## src/rtl/sp_ram_bist_ctrl_if.sv

```systemverilog
// Single-port RAM access bus between the BIST initiator (master) and the RAM wrapper (slave).
// rdata is returned in the cycle after a read is issued.
interface sp_ram_bist_ctrl_if #(
  parameter int ADDR_WIDTH = 15,
  parameter int DATA_WIDTH = 32
);
  logic                    en;
  logic                    we;
  logic [ADDR_WIDTH-1:0]   addr;
  logic [DATA_WIDTH-1:0]   wdata;
  logic [DATA_WIDTH/8-1:0] be;
  logic [DATA_WIDTH-1:0]   rdata;

  modport master (output en, we, addr, wdata, be, input rdata);
  modport slave  (input en, we, addr, wdata, be, output rdata);
endinterface

```

## src/rtl/sp_ram_bist_ctrl.sv

```systemverilog
// Memory BIST initiator: fills, checks or marches a single-port RAM with an
// address-in-data pattern and reports pass/fail, error count and first failing address.
module sp_ram_bist_ctrl #(
  parameter int RAM_SIZE   = 32768,
  parameter int ADDR_WIDTH = $clog2(RAM_SIZE),
  parameter int DATA_WIDTH = 32
) (
  input  logic                  clk,
  input  logic                  rst_i,
  input  logic                  start_i,
  input  logic [1:0]            mode_i,
  input  logic [DATA_WIDTH-1:0] pattern_i,
  output logic                  busy_o,
  output logic                  done_o,
  output logic                  pass_o,
  output logic [15:0]           err_cnt_o,
  output logic [ADDR_WIDTH-1:0] first_err_addr_o,
  sp_ram_bist_ctrl_if.master    ram
);

  localparam int BYTES = DATA_WIDTH / 8;
  localparam int N     = RAM_SIZE / BYTES;
  localparam int K_W   = (N > 1) ? $clog2(N) : 1;
  localparam int OFF   = $clog2(BYTES);
  localparam logic [K_W-1:0] K_LAST = K_W'(N - 1);

  typedef enum logic [2:0] {S_IDLE, S_WRITE, S_READ, S_DRAIN, S_DONE} state_e;
  typedef enum logic [1:0] {M_FILL = 2'b00, M_CHECK = 2'b01, M_MARCH = 2'b10, M_RSVD = 2'b11} mode_e;

  state_e                  state_q, state_d;
  mode_e                   mode_q, mode_d;
  logic [DATA_WIDTH-1:0]   pattern_q, pattern_d;
  logic [K_W-1:0]          k_q, k_d;
  logic                    cmp_valid_q, cmp_valid_d;
  logic [K_W-1:0]          cmp_k_q, cmp_k_d;
  logic                    busy_q, busy_d, done_q, done_d, pass_q, pass_d;
  logic [15:0]             err_cnt_q, err_cnt_d;
  logic [ADDR_WIDTH-1:0]   first_err_q, first_err_d;
  logic                    en_q, en_d, we_q, we_d;
  logic [ADDR_WIDTH-1:0]   addr_q, addr_d;
  logic [DATA_WIDTH-1:0]   wdata_q, wdata_d;
  logic [BYTES-1:0]        be_q, be_d;
  logic                    mismatch;
  logic [K_W-1:0]          k_nxt;

  // Address-in-data pattern: D(k) = pattern ^ k, so aliased words read back wrong.
  function automatic logic [DATA_WIDTH-1:0] exp_data(input logic [DATA_WIDTH-1:0] pat,
                                                     input logic [K_W-1:0] k);
    return pat ^ DATA_WIDTH'(k);
  endfunction

  function automatic logic [ADDR_WIDTH-1:0] word_addr(input logic [K_W-1:0] k);
    return ADDR_WIDTH'(k) << OFF;
  endfunction

  always_comb begin
    // NOTE: every *_d gets a default before any branch so no latch is inferred.
    state_d     = state_q;
    mode_d      = mode_q;
    pattern_d   = pattern_q;
    k_d         = k_q;
    cmp_valid_d = 1'b0;
    cmp_k_d     = cmp_k_q;
    busy_d      = busy_q;
    done_d      = 1'b0;
    pass_d      = pass_q;
    err_cnt_d   = err_cnt_q;
    first_err_d = first_err_q;
    en_d        = 1'b0;
    we_d        = 1'b0;
    addr_d      = addr_q;
    wdata_d     = wdata_q;
    be_d        = '0;
    k_nxt       = k_q + K_W'(1);

    // Compare the read issued last cycle against its recorded tag.
    mismatch = cmp_valid_q && (ram.rdata != exp_data(pattern_q, cmp_k_q));
    if (mismatch) begin
      if (err_cnt_q != 16'hFFFF) err_cnt_d = err_cnt_q + 16'd1;
      if (err_cnt_q == 16'd0)    first_err_d = word_addr(cmp_k_q);
    end

    case (state_q)
      S_IDLE: begin
        if (start_i) begin
          mode_d      = mode_e'(mode_i);
          pattern_d   = pattern_i;
          err_cnt_d   = '0;
          first_err_d = '0;
          pass_d      = 1'b0;
          k_d         = '0;
          addr_d      = '0;
          case (mode_e'(mode_i))
            M_FILL, M_MARCH: begin
              state_d = S_WRITE;
              busy_d  = 1'b1;
              en_d    = 1'b1;
              we_d    = 1'b1;
              be_d    = '1;
              wdata_d = exp_data(pattern_i, '0);
            end
            M_CHECK: begin
              state_d = S_READ;
              busy_d  = 1'b1;
              en_d    = 1'b1;
              be_d    = '1;
            end
            default: begin
              state_d = S_DONE;
              done_d  = 1'b1;
              pass_d  = 1'b1;
            end
          endcase
        end
      end
      S_WRITE: begin
        if (k_q == K_LAST) begin
          if (mode_q == M_MARCH) begin
            // March rolls straight into the read phase with no idle cycle.
            state_d = S_READ;
            k_d     = '0;
            en_d    = 1'b1;
            be_d    = '1;
            addr_d  = '0;
          end else begin
            state_d = S_DONE;
            busy_d  = 1'b0;
            done_d  = 1'b1;
            pass_d  = (err_cnt_d == 16'd0);
          end
        end else begin
          k_d     = k_nxt;
          en_d    = 1'b1;
          we_d    = 1'b1;
          be_d    = '1;
          addr_d  = word_addr(k_nxt);
          wdata_d = exp_data(pattern_q, k_nxt);
        end
      end
      S_READ: begin
        cmp_valid_d = 1'b1;
        cmp_k_d     = k_q;
        if (k_q == K_LAST) begin
          state_d = S_DRAIN;
        end else begin
          k_d    = k_nxt;
          en_d   = 1'b1;
          be_d   = '1;
          addr_d = word_addr(k_nxt);
        end
      end
      S_DRAIN: begin
        state_d = S_DONE;
        busy_d  = 1'b0;
        done_d  = 1'b1;
        pass_d  = (err_cnt_d == 16'd0);
      end
      S_DONE:  state_d = S_IDLE;
      default: state_d = S_IDLE;
    endcase
  end

  // NOTE: sequential state uses non-blocking assignments only, so all flops update together.
  always_ff @(posedge clk) begin
    if (rst_i) begin
      state_q     <= S_IDLE;
      mode_q      <= M_FILL;
      pattern_q   <= '0;
      k_q         <= '0;
      cmp_valid_q <= 1'b0;
      cmp_k_q     <= '0;
      busy_q      <= 1'b0;
      done_q      <= 1'b0;
      pass_q      <= 1'b0;
      err_cnt_q   <= '0;
      first_err_q <= '0;
      en_q        <= 1'b0;
      we_q        <= 1'b0;
      addr_q      <= '0;
      wdata_q     <= '0;
      be_q        <= '0;
    end else begin
      state_q     <= state_d;
      mode_q      <= mode_d;
      pattern_q   <= pattern_d;
      k_q         <= k_d;
      cmp_valid_q <= cmp_valid_d;
      cmp_k_q     <= cmp_k_d;
      busy_q      <= busy_d;
      done_q      <= done_d;
      pass_q      <= pass_d;
      err_cnt_q   <= err_cnt_d;
      first_err_q <= first_err_d;
      en_q        <= en_d;
      we_q        <= we_d;
      addr_q      <= addr_d;
      wdata_q     <= wdata_d;
      be_q        <= be_d;
    end
  end

  assign busy_o           = busy_q;
  assign done_o           = done_q;
  assign pass_o           = pass_q;
  assign err_cnt_o        = err_cnt_q;
  assign first_err_addr_o = first_err_q;
  assign ram.en           = en_q;
  assign ram.we           = we_q;
  assign ram.addr         = addr_q;
  assign ram.wdata        = wdata_q;
  assign ram.be           = be_q;

endmodule

```

## src/flat_wrapper.sv

```systemverilog
// flat-port wrapper written by rule: the top's interface ports become plain ports
module sp_ram_bist_ctrl_flat 
#(
  parameter int RAM_SIZE   = 32768,
  parameter int ADDR_WIDTH = $clog2(RAM_SIZE),
  parameter int DATA_WIDTH = 32
)
  (clk, rst_i, start_i, mode_i, pattern_i, busy_o, done_o, pass_o, err_cnt_o, first_err_addr_o, ram_en, ram_we, ram_addr, ram_wdata, ram_be, ram_rdata);
  sp_ram_bist_ctrl_if #(.ADDR_WIDTH(ADDR_WIDTH), .DATA_WIDTH(DATA_WIDTH)) ram_i ();
  input  logic clk;
  input  logic rst_i;
  input  logic start_i;
  input  logic [1:0] mode_i;
  input  logic [DATA_WIDTH-1:0] pattern_i;
  output logic busy_o;
  output logic done_o;
  output logic pass_o;
  output logic [15:0] err_cnt_o;
  output logic [ADDR_WIDTH-1:0] first_err_addr_o;
  output wire logic [$bits(ram_i.en)-1:0] ram_en;
  output wire logic [$bits(ram_i.we)-1:0] ram_we;
  output wire logic [$bits(ram_i.addr)-1:0] ram_addr;
  output wire logic [$bits(ram_i.wdata)-1:0] ram_wdata;
  output wire logic [$bits(ram_i.be)-1:0] ram_be;
  input wire logic [$bits(ram_i.rdata)-1:0] ram_rdata;
  assign ram_en = ram_i.en;
  assign ram_we = ram_i.we;
  assign ram_addr = ram_i.addr;
  assign ram_wdata = ram_i.wdata;
  assign ram_be = ram_i.be;
  assign ram_i.rdata = ram_rdata;
  sp_ram_bist_ctrl #(.RAM_SIZE(RAM_SIZE), .ADDR_WIDTH(ADDR_WIDTH), .DATA_WIDTH(DATA_WIDTH)) u_core (.clk(clk), .rst_i(rst_i), .start_i(start_i), .mode_i(mode_i), .pattern_i(pattern_i), .busy_o(busy_o), .done_o(done_o), .pass_o(pass_o), .err_cnt_o(err_cnt_o), .first_err_addr_o(first_err_addr_o), .ram(ram_i));
endmodule
```

## config.mk

```make
export PLATFORM = sky130hd
export DESIGN_NAME = sp_ram_bist_ctrl_flat
export DESIGN_NICKNAME = d
export VERILOG_FILES = /design/src/rtl/sp_ram_bist_ctrl_if.sv /design/src/rtl/sp_ram_bist_ctrl.sv /design/src/flat_wrapper.sv
export SDC_FILE = /design/constraint.sdc
export NUM_CORES = 1
export LEC_CHECK = 0
export CAP_MARGIN = 20
export CORE_ASPECT_RATIO = 1.2
export CORE_UTILIZATION = 35
export DETAILED_ROUTE_END_ITERATION = 12
export PLACE_DENSITY_LB_ADDON = 0.1
export RECOVER_POWER = 25
export SETUP_SLACK_MARGIN = 0.3
export SLEW_MARGIN = 20
export SYNTH_ARGS = -nofsm -noshare
export SYNTH_HDL_FRONTEND = slang
export SYNTH_SLANG_ARGS = --single-unit
```

## constraint.sdc

```tcl
create_clock -name clk -period 2.62 [get_ports clk]
set_input_delay 0.524 -clock clk [delete_from_list [all_inputs] [get_ports clk]]
set_output_delay 0.524 -clock clk [all_outputs]
set_load 0.02 [all_outputs]
```

# Word level (Yosys, flattened, before mapping)
# Cells that the tools add are included.
[word_totals]
regBits = 151
in_bits = 69
[op_classes]
addsub = 2
n_eq_ne = 18
muxes = 58
n_bitwise = 2
reduce_logical = 16
[op_table]
columns = ["cell", "n"]
rows = [
  ["15-bit two-way mux", 8],
  ["32-bit two-way mux", 3],
  ["16-bit two-way mux", 4],
  ["32-bit case mux with 2 select lines", 1],
  ["32-bit by 13-bit XOR with 32-bit output", 2],
  ["13-bit two-way mux", 4],
  ["15-bit case mux with 3 select lines", 1],
  ["13-bit case mux with 3 select lines", 1],
  ["16-bit zero test", 2],
  ["32-bit != test", 1],
  ["4-bit two-way mux", 5],
  ["1-bit two-way mux", 19],
  ["16-bit by 1-bit adder with 16-bit output, second input constant", 1],
  ["16-bit != test, second input constant", 1],
  ["13-bit by 1-bit adder with 13-bit output, second input constant", 1],
  ["13-bit == test, second input constant", 1],
  ["3-bit two-way mux", 4],
  ["2-bit != test, second input constant", 6],
  ["1-bit case mux with 3 select lines", 4],
  ["3-bit case mux with 4 select lines", 1],
  ["4-bit case mux with 3 select lines", 1],
  ["4-bit AND reduction", 3],
  ["3-bit by 2-bit == test with 1-bit output, second input constant", 2],
  ["3-bit case mux with 2 select lines", 1],
  ["16 further kinds", 19],
]

# Logic depth before layout (Yosys ltp)
# Gate-level depths: netlist (run 1).
[logic_depth]
word_depth = 8
mapped_depth = 10

# Least setup slack after synthesis (run 1)
# No wires, ideal clock.
[synth_path]
path_type = "reg2reg"
from = "reg, netlist name u_core.ram.addr[2]"
to = "reg u_core.addr_q[10] (netlist: u_core.ram.addr[10])"
arrival_time_ns = 2.347
required_time_ns = 2.492
path_slack_ns = 0.146
stages_incl_launch_ff = 10
n_path_buf = 1
synth_period_minus_slack_ns = 2.474
cell_sequence = "dfxtp_1 > ha_1 > nand3_1 > nor4_4 > nand2_1 > o21ai_0 > clkbuf_1 > o21ai_0 > a21oi_1 > nor2_1"
[synth_lines]
columns = ["item", "line", "text"]
rows = [
  ["end signal, assigned", "sp_ram_bist_ctrl.sv:196", "addr_q <= addr_d;"],
  ["end, declared", "sp_ram_bist_ctrl.sv:40", "logic [ADDR_WIDTH-1:0] addr_q, addr_d;"],
]

# Final worst setup path (run 1)
[layout_path]
from = "reg u_core.err_cnt_q[0] (netlist: u_core.err_cnt_o[0])"
to = "reg u_core.pass_q (netlist: u_core.pass_o)"
[layout_between]
elab_chain_len = 7
[layout_lines]
columns = ["item", "line", "text"]
rows = [
  ["start, declared", "sp_ram_bist_ctrl.sv:37", "logic [15:0] err_cnt_q, err_cnt_d;"],
  ["start signal, assigned", "sp_ram_bist_ctrl.sv:192", "err_cnt_q <= err_cnt_d;"],
  ["16-bit by 1-bit adder with 16-bit output / 16-bit != test (equally long branches)", "sp_ram_bist_ctrl.sv:79", "if (err_cnt_q != 16'hFFFF) err_cnt_d = err_cnt_q + 16'd1;"],
  ["16-bit two-way mux", "sp_ram_bist_ctrl.sv:79", ""],
  ["16-bit two-way mux (*)", "sp_ram_bist_ctrl.sv:78", "if (mismatch) begin"],
  ["16-bit zero test (*)", "sp_ram_bist_ctrl.sv:129, sp_ram_bist_ctrl.sv:156", ""],
  ["1-bit two-way mux", "sp_ram_bist_ctrl.sv:118", "if (mode_q == M_MARCH) begin"],
  ["1-bit two-way mux", "sp_ram_bist_ctrl.sv:117", "if (k_q == K_LAST) begin"],
  ["1-bit case mux with 3 select lines (*)", "sp_ram_bist_ctrl.sv:83", "case (state_q)"],
  ["end signal, assigned", "sp_ram_bist_ctrl.sv:191", "pass_q <= pass_d;"],
  ["end, declared", "sp_ram_bist_ctrl.sv:36", "logic busy_q, busy_d, done_q, done_d, pass_q, pass_d;"],
]
# Mark *: on every way between the ends. The rest lies on a longest branch, timed or not. The select of a mux whose other input is x is not followed.
# A chain may end at the register's enable or synchronous reset.

==> results of run 1 <==
==> flip-flops by register name (all words and copies together) (netlist names) <==
register	flops
u_core.cmp_valid_q	1
u_core.cmp_k_q	13
u_core.done_o	1
u_core.mode_q	2
u_core.ram.be	1
u_core.err_cnt_o	16
u_core.pass_o	1
u_core.first_err_addr_o	15
u_core.pattern_q	32
u_core.ram.wdata	32
u_core.ram.addr	13
u_core.state_q	3
u_core.ram.we	1
u_core.busy_o	1
==> power groups by stage <==
stage	logic, mW	clock network [mW]	registers (mW)
after floorplan	0.469	0	2.32
after global placement	0.970	0	2.26
after detailed placement	0.974	0	2.26
after CTS	0.975	2.58	2.22
after global routing	1.06	2.68	2.23
final	0.964	2.53	2.22
==> routing by layer <==
layer	vias to the layer above	wire length (microns)	track usage, %
met5	-	0	0
met4	0	439	8.13
met3	26	737	4.16
met2	158	10200	36.0
met1	2930	8690	27.1
li1	3105	-	-
==> placed cells by master, fill, tap and decap left out, types with 5 or more instances in the layout <==
cell type        count
clkbuf_16           17
nor4_1               8
clkdlybuf4s50_1     90
nor3_1              15
dlygate4sd2_1       19
clkdlybuf4s15_1      8
a211oi_1            10
o21ai_0              8
dfxtp_1            111
nand2_1            168
xnor2_1             24
and3_1               9
buf_4               60
a21oi_1             75
inv_1                5
xor2_1              31
nand3_1             17
nor2_1              98
a31oi_1              5
a311oi_1            23
nand4_1             14
dfxtp_2             13
mux2i_1             14
xnor3_1             12
dlygate4sd3_1       34
dfxtp_4              8
==> final cells by class <==
class / count / area [sq um]
repair buffers: 224 / 2120
well taps: 224 / 280
diodes: 1 / 2.50
flip-flops and latches: 132 / 2690
clock buffers: 19 / 443
inverters: 5 / 18.8
fillers: 1770 / 8700
clock inverters: 12 / 180
multi-input cells: 602 / 3670
==> cell families after synthesis <==
logic type,share of synthesized area (%)
simple gates,24.8
mux,2.50
compound gates,14.2
xor+xnor,12.1
other cells,0.0582
fa+ha+maj,0.582
buf+inv,4.75
flops,41.0
==> worst register-to-register path, stage by stage (launching register included) <==
cell,delay (ns)
dfxtp_2,0.39
ha_1,0.24
nand3_1,0.15
or4_1,0.60
nand2_2,0.22
o22ai_1,0.12
mux2i_1,0.18
o2111ai_1,0.13
nor2b_1,0.19
a41o_1,0.18
==> synthesized netlist by cell type (10+ instances only) <==
cell type,n
a211oi_1,10
a21oi_1,75
a311oi_1,23
clkbuf_1,46
dfxtp_1,132
mux2i_1,15
nand2_1,169
nand3_1,17
nand4_1,14
nor2_1,103
nor3_1,15
nor4_1,10
xnor2_1,26
xnor3_1,12
xor2_1,32
==> per-stage QoR <==
stage	worst slack, ns	hold slack [ns]	setup TNS (ns)	area, sq um	utilization [%]
2_1_floorplan	0.321	0.431	0	6460	-
3_3_place_gp	-0.311	0.443	-6.60	8470	46.8
3_5_place_dp	-0.345	0.444	-7.15	8470	46.8
4_1_cts	0.187	0.454	0	9260	51.1
5_1_grt	0.00256	0.479	0	9400	51.9
6_report	0.159	0.452	0	9400	51.9
==> worst paths after layout <==
kind	slack, ns	end	start
worst max-delay path	0.16	u_core.pass_o	u_core.err_cnt_o[0]
worst min-delay path	0.45	u_core.mode_q[0]	u_core.mode_q[0]
worst max register to register	0.16	u_core.pass_o	u_core.err_cnt_o[0]
worst min register to register	0.45	u_core.mode_q[0]	u_core.mode_q[0]
==> repair_timing <==
| action | in CTS | in global routing |
|---|---|---|
| buffers inserted | 6 | 6 |
| cloned | 2 | 1 |
| pin swaps | 25 | 20 |
| resized for setup | 71 | 28 |
| endpoints found under the setup margin | 37 | 44 |
==> results.py, run 1 <==
metrics = {
    "status": {
        "status": "finished clean",
    },
    "placement": {
        "gp_congestion": 0.868,
        "io_buffers": 153,
        "hpwl_microns": 14000,
        "dpl.cell_count": 1172,
    },
    "global_route": {
        "antenna_found_initial": 1,
        "grt_pass1_wl_microns": 31200,
        "track_usage_pct": 21.4,
        "overflow": 0,
        "grt_start_max_net_pins": 58,
        "grt_pass1_vias": 5644,
    },
    "routing": {
        "wl_per_cell_microns": 16.5,
        "via_per_inst": 5.10,
        "totalWireLength_microns": 20100,
        "drcViolationCount": 0,
        "ant_nets": 0,
        "first_pass_iters": 5,
        "vias": 6219,
        "drtIter0Drc": 338,
    },
    "timing": {
        "period_needed_ns": 2.46,
        "rsz0062_at_grt": "yes",
        "skew_ns": 0.0112,
        "max_slew_margin_pct": 15.3,
        "hold_violations": 0,
        "fin_crit_sh_pct": 93.9,
        "max_freq_ghz": 0.406,
        "tightest_slew_ns": 1.27,
        "slew_viol_final": 0,
        "finalSetupViolCount": 0,
    },
    "finish": {
        "drive_gt1_share_pct": 15.4,
        "area_growth_pct": 45.8,
        "fin_cells": 1219,
        "final_nets": 1054,
    },
    "pwr": {
        "pwr_density_cell_nw_per_um2": 607,
        "internal_power_mw": 4.18,
        "seqPwrFrac_pct": 38.9,
        "leakagePower_nw": 3.66,
        "p_switching_mw": 1.53,
        "p_comb_share_pct": 16.9,
        "p_total_mw": 5.71,
        "p_clk_share_pct": 44.2,
        "ir_drop_v": 0.000372,
        "switching_share_pct": 26.7,
    },
    "cts": {
        "cts_inserted_buffers": 17,
        "tritoncts": "built",
        "clk_transition_reported_paths_ns": 0.06,
        "cts_hold_buf": 0,
        "clock_sinks": 132,
        "clockBufferDepth": 2,
        "clockRootBuffer": "clkbuf_16",
        "cts-htree-levels": 4,
        "insertion_delay_ns": 0.42,
    },
    "floorplan": {
        "die_h_microns": 151,
        "fp.dieW_microns": 126,
        "io-pin-count": 156,
        "rows": 54,
        "fp.dieArea_sq_um": 19000,
        "fp.coreArea_sq_um": 18100,
        "start_util_pct": 35.6,
    },
    "setup_path": {
        "worstSetupPathType": "reg2reg",
        "cp_max_fo": 8,
        "worstSetupPathDepth": 9,
        "slowest_delay_ns": 0.60,
        "cp-start-kind": "register",
        "cp_top_family": "simple AND/OR/NAND/NOR gates",
        "worst-path-buf-inv": 0,
        "slowest_stage": "or4_1",
        "cp_data_arrival_time_ns": 2.82,
        "ff2ff_path_depth": 9,
        "crit_chain": "ha_1 -> nand3_1 -> or4_1 -> nand2_2 -> o22ai_1 -> mux2i_1 -> o2111ai_1 -> nor2b_1 -> a41o_1",
        "worstPathRequired_ns": 2.98,
        "end_kind": "register",
    },
    "yosys": {
        "async_reset_ff_share_pct": 0,
        "synth_area_sq_um": 6450,
        "synthCells": 803,
        "synth-main-ff-cell": "dfxtp_1",
        "synth.distinct_cells": 57,
        "synth_top_cell_by_area": "dfxtp_1",
        "yosysWarningCount": 0,
        "synth.area.top_cells": "dfxtp_1 41%, nand2_1 9.8%, nor2_1 6.0%",
        "syn_avg_cell_area_sq_um": 8.03,
        "ys_seq_area_share_pct": 41.0,
        "ys_ff_latch": 132,
        "synth_top_area_share_pct": 41.0,
        "synth_edf_count": 0,
    },
    "flow_run": {
        "maxCapViolCount": 0,
    },
    "hold_path": {
        "hold_class": "reg2reg",
        "whs_path_depth": 2,
    },
}
(Power assumes the default switching activity.)
==> run 2, diff against run 1 <==
==> constraint.sdc (replaced) <==
create_clock -name clk -period 2.62 [get_ports clk]
set_input_delay 0.524 -clock clk [delete_from_list [all_inputs] [get_ports clk]]
set_output_delay 0.524 -clock clk [all_outputs]
set_load 0.1 [all_outputs]
==> results.py, run 2 (synthesis gave the netlist of run 1 again) <==
metrics = {
    "status": {
        "status": "finished with violations",
        "violations": "capacitance limit, slew limit",
    },
    "global_route": {
        "track_usage_pct": 20.8,
        "overflow": 0,
        "grt_pass1_wl_microns": 30600,
        "antenna_found_initial": 0,
        "grt_start_max_net_pins": 96,
        "grt_pass1_vias": 5612,
    },
    "cts": {
        "clk_transition_reported_paths_ns": 0.06,
        "clockRootBuffer": "clkbuf_16",
        "clockBufferDepth": 2,
        "tritoncts": "built",
        "clock_sinks": 132,
        "cts_inserted_buffers": 17,
        "insertion_delay_ns": 0.42,
        "cts-htree-levels": 4,
    },
    "finish": {
        "final_nets": 1029,
        "area_growth_pct": 39.7,
        "nFillCells": 1827,
        "final_common_cell": "nand2_1",
        "finish.utilization_pct": 49.8,
        "final_cell_mix": "168 x nand2_1, 99 x nor2_1, 95 x dfxtp_1",
        "fin_cells": 1193,
        "drive_gt1_share_pct": 20.0,
        "n_antenna_cell": 0,
    },
    "timing": {
        "hold_violations": 0,
        "skew_ns": 0.0101,
        "slew_viol_final": 96,
        "rsz0062_at_grt": "yes",
        "fin_ws_ns": 0.110,
        "period_needed_ns": 2.51,
        "fin_crit_sh_pct": 95.8,
        "finalSetupViolCount": 0,
        "tightest_slew_ns": 2.09,
        "fin_tns_setup_ns": 0,
        "max_freq_ghz": 0.398,
        "max_slew_margin_pct": -39.3,
    },
    "floorplan": {
        "die_h_microns": 151,
        "start_util_pct": 35.6,
        "fp.coreArea_sq_um": 18100,
        "fp.dieW_microns": 126,
        "rows": 54,
        "fp.dieArea_sq_um": 19000,
        "io-pin-count": 156,
    },
    "setup_path": {
        "slowest_stage": "clkdlybuf4s50_1",
        "cp-endpoint": "u_core.pass_o",
        "worstSetupPathDepth": 11,
        "slowest_delay_ns": 0.43,
        "cp_max_fo": 6,
        "worst-path-buf-inv": 3,
        "cp_data_arrival_time_ns": 2.87,
        "cpMostUsedCell": "nor4_4",
        "end_kind": "register",
        "ff2ff_path_depth": 10,
        "cp_top_family": "simple AND/OR/NAND/NOR gates",
        "worstSetupPathType": "in2reg",
        "crit_chain": "clkdlybuf4s50_1 -> xnor3_1 -> nand4_1 -> or3_4 -> nor3_4 -> buf_6 -> buf_12 -> nor4_4 -> mux2_4 -> nor4_4 -> a41o_1",
        "worstPathRequired_ns": 2.98,
        "cp-startpoint": "ram_rdata[0]",
        "rr_endpoint": "u_core.pass_o",
        "r2r_slack_ns": 0.11,
        "cp-start-kind": "input port",
        "r2r-start": "u_core.pattern_q[8]",
    },
    "pwr": {
        "pwr_density_cell_nw_per_um2": 684,
        "p_total_mw": 6.16,
        "ir_drop_v": 0.000470,
        "leakagePower_nw": 3.55,
    },
    "routing": {
        "drcViolationCount": 0,
        "via_per_inst": 5.06,
        "first_pass_iters": 5,
        "vias": 6038,
        "wl_per_cell_microns": 16.5,
        "ant_nets": 0,
        "drtIter0Drc": 302,
        "totalWireLength_microns": 19700,
    },
    "placement": {
        "post-place-ws_ns": -0.430,
        "gp_congestion": 0.892,
        "io_buffers": 153,
        "hpwl_microns": 13900,
        "dpl.cell_count": 1153,
    },
    "flow_run": {
        "maxCapViolCount": 1,
    },
    "hold_path": {
        "hold_class": "reg2reg",
    },
}
## run 2: how the worst min path moves through the flow
stage	start	to	slack (ns)	cells past startpoint
finish	u_core.first_err_addr_o[0]	u_core.first_err_addr_o[0]	0.46	1
global route	u_core.ram.wdata[1]	u_core.ram.wdata[1]	0.48	2
CTS	u_core.mode_q[1]	u_core.mode_q[1]	0.46	2
detailed placement	u_core.mode_q[1]	u_core.mode_q[1]	0.45	2
global placement	u_core.mode_q[0]	u_core.mode_q[0]	0.44	2
floorplan	u_core.mode_q[0]	u_core.mode_q[0]	0.43	2
## run 2: report_power, final
group	switching, mW	internal, mW	total [mW]
logic	1.01	0.384	1.39
clock network	0.912	1.67	2.58
registers	0.0934	2.10	2.20
## run 2: final cells by class
| class | count | area, sq um | share of cell area [%] |
|---|---|---|---|
| tap | 224 | 280 | 3.11 |
| inverter | 5 | 18.8 | 0.208 |
| multi-input combinational | 602 | 3690 | 41.0 |
| clock inverter | 10 | 140 | 1.56 |
| clock buffer | 21 | 504 | 5.60 |
| timing repair buffer | 199 | 1620 | 17.9 |
| sequential | 132 | 2750 | 30.6 |
## run 2: worst register-to-register path, delay by kind of cell (launching register included)
kind	cells	cell delay, ns
xor gates and xnor gates	1	0.37
DFF	1	0.35
muxes	1	0.32
AOI/OAI and AO/OA	1	0.18
buffers and inverters	2	0.24
and+or+nand+nor	5	1.00
## run 2: metal layers
| layer | vias up | part of all wire, % | global-route usage (%) |
|---|---|---|---|
| met4 | 0 | 2.2 | 8.07 |
| met2 | 147 | 50 | 36.0 |
| met1 | 2807 | 44 | 25.5 |
| li1 | 3058 | - | - |
| met3 | 26 | 4.0 | 4.09 |
| met5 | - | 0 | 0 |
## run 2: per-stage QoR
stage,hold slack [ns],cell area (sq um)
3_5_place_dp,0.452,8220
4_1_cts,0.463,9010
3_3_place_gp,0.441,8220
6_report,0.463,9010
5_1_grt,0.480,9010
2_1_floorplan,0.431,6580
## run 2: what timing repair did
item / 4_1_cts / 5_1_grt
gates resized for setup: 28 / 37
cloned: 2 / 1
buffers inserted: 3 / 3
setup endpoints to repair: 29 / 42
hold buffers: 0 / 0
pin swaps: 7 / 27
==> run 3, diff against run 2 <==
--- a/config.mk
+++ b/config.mk
@@ -11,6 +11,7 @@
 export DETAILED_ROUTE_END_ITERATION = 12
 export PLACE_DENSITY_LB_ADDON = 0.1
 export RECOVER_POWER = 25
+export REMOVE_ABC_BUFFERS = 1
 export SETUP_SLACK_MARGIN = 0.3
 export SLEW_MARGIN = 20
 export SYNTH_ARGS = -nofsm -noshare
==> results.py, run 3 (synthesis gave the netlist of run 1 again) <==
metrics = {
    "cts": {
        "clk_transition_reported_paths_ns": 0.06,
        "tritoncts": "built",
        "insertion_delay_ns": 0.42,
        "cts-htree-levels": 4,
        "clockBufferDepth": 2,
        "cts_inserted_buffers": 17,
        "clock_sinks": 132,
        "clockRootBuffer": "clkbuf_16",
    },
    "placement": {
        "post-place-ws_ns": -0.467,
        "place_area_sq_um": 8300,
        "io_buffers": 153,
        "hpwl_microns": 13900,
        "gp_congestion": 0.852,
    },
    "setup_path": {
        "cp-start-kind": "register",
        "end_kind": "register",
        "cp_max_fo": 5,
        "worstSetupPathType": "reg2reg",
        "worstPathRequired_ns": 2.93,
        "cp_data_arrival_time_ns": 2.82,
    },
    "finish": {
        "final_nets": 1060,
        "final_cell_mix": "167 x nand2_1, 118 x dfxtp_1, 107 x buf_4",
        "regArea_sq_um": 2670,
        "final_common_cell": "nand2_1",
        "n_antenna_cell": 0,
        "finish.utilization_pct": 50.9,
        "drive_gt1_share_pct": 21.5,
        "multi_input_area_sq_um": 3770,
        "area_growth_pct": 43.1,
        "finalInstanceArea_sq_um": 9230,
        "nFillCells": 1824,
    },
    "floorplan": {
        "io-pin-count": 156,
        "fp.dieW_microns": 126,
        "start_util_pct": 35.6,
        "rows": 54,
        "fp.dieArea_sq_um": 19000,
        "fp.coreArea_sq_um": 18100,
        "die_h_microns": 151,
    },
    "timing": {
        "max_slew_margin_pct": 18.0,
        "hold_violations": 0,
        "skew_ns": 0.00793,
        "period_needed_ns": 2.51,
        "tightest_slew_ns": 1.23,
        "fin_ws_ns": 0.115,
        "slew_viol_final": 0,
        "rsz0062_at_grt": "yes",
        "max_freq_ghz": 0.399,
        "finalSetupViolCount": 0,
        "fin_crit_sh_pct": 95.6,
        "timing.hold.ws_ns": 0.453,
    },
    "global_route": {
        "overflow": 0,
        "grt_start_max_net_pins": 70,
        "antenna_found_initial": 0,
        "grt_pass1_wl_microns": 31300,
        "grt_pass1_vias": 5943,
        "track_usage_pct": 21.5,
    },
    "status": {
        "status": "finished clean",
    },
    "routing": {
        "via_per_inst": 5.08,
        "totalWireLength_microns": 20100,
        "drtIter0Drc": 345,
        "first_pass_iters": 4,
        "drcViolationCount": 0,
        "ant_nets": 0,
        "wl_per_cell_microns": 16.4,
        "vias": 6215,
    },
    "flow_run": {
        "maxCapViolCount": 0,
    },
    "hold_path": {
        "hold_class": "reg2reg",
    },
    "pwr": {
        "ir_drop_v": 0.000456,
        "p_total_mw": 6.21,
        "leakagePower_nw": 3.62,
        "pwr_density_cell_nw_per_um2": 673,
    },
}
[run 3: cell count changes in the layout (fill, tap and decap cells not counted), moves of 3 or more]
cell / previous run / this run
buf_4: 81 / 107
dfxtp_1: 95 / 118
dfxtp_4: 26 / 5
dlymetal6s2s_1: 11 / 1
dlygate4sd2_1: 9 / 18
clkdlybuf4s15_1: 0 / 8
clkdlybuf4s50_1: 47 / 40
buf_6: 2 / 6
clkinvlp_4: 1 / 5
nor2_1: 99 / 96
nor2_4: 2 / 5
[run 3: final timing paths]
check	startpoint	endpoint	slack, ns	cells past startpoint
max	u_core.pattern_q[30]	u_core.pass_o	0.11	14
max reg2reg	u_core.pattern_q[30]	u_core.pass_o	0.11	14
min	u_core.mode_q[0]	u_core.mode_q[0]	0.45	2
min reg2reg	u_core.mode_q[0]	u_core.mode_q[0]	0.45	2
[run 3: per-layer routing]
layer  wire, microns  global-route usage, %  share of wire [%]  up-vias
met5               0                      0                  0        -
met4             551                   9.52                2.7        0
met3             838                   4.37                4.2       37
met2           10100                   36.9                 50      146
met1            8680                   26.0                 43     2921
li1                -                      -                  -     3111
[run 3: critical path, stage by stage, from the launching register on]
cell and delay (ns):
dfxtp_2 0.33, xor2_1 0.14, nor4_2 0.29, buf_4 0.15
nand4_1 0.14, buf_4 0.19, nor3_4 0.18, buf_6 0.13
buf_12 0.10, buf_8 0.09, buf_4 0.11, nor2_4 0.05
o2111ai_1 0.22, nor2b_1 0.08, a41o_1 0.20
[run 3: cell type report]
class	count	share of cell area (%)
clock inverter	14	2.29
clock buffer	17	4.61
sequential	132	29.0
multi-input combinational	602	40.9
timing repair buffer	230	20.0
inverter	5	0.203
tap	224	3.04
[run 3: repair_timing]
item	4_1_cts	5_1_grt
gates resized for setup	71	44
pin swaps	28	21
hold buffers	0	0
setup buffers	9	3
gates cloned	2	1
endpoints found under the setup margin	47	70
[run 3: stage by stage]
stage | TNS [ns] | instances
6_report | 0 | 1224
2_1_floorplan | -76.15 | 739
3_3_place_gp | -9.21 | 1178
3_5_place_dp | -9.91 | 1178
4_1_cts | 0 | 1220
5_1_grt | -0.00657 | 1224
[run 3: report_power, final]
part	leakage [nW]	total (mW)	switching (mW)	internal, mW
registers	1.08	2.21	0.0855	2.12
logic	2.24	1.41	1.02	0.392
clock network	0.297	2.59	0.915	1.68
total	3.62	6.21	2.02	4.19
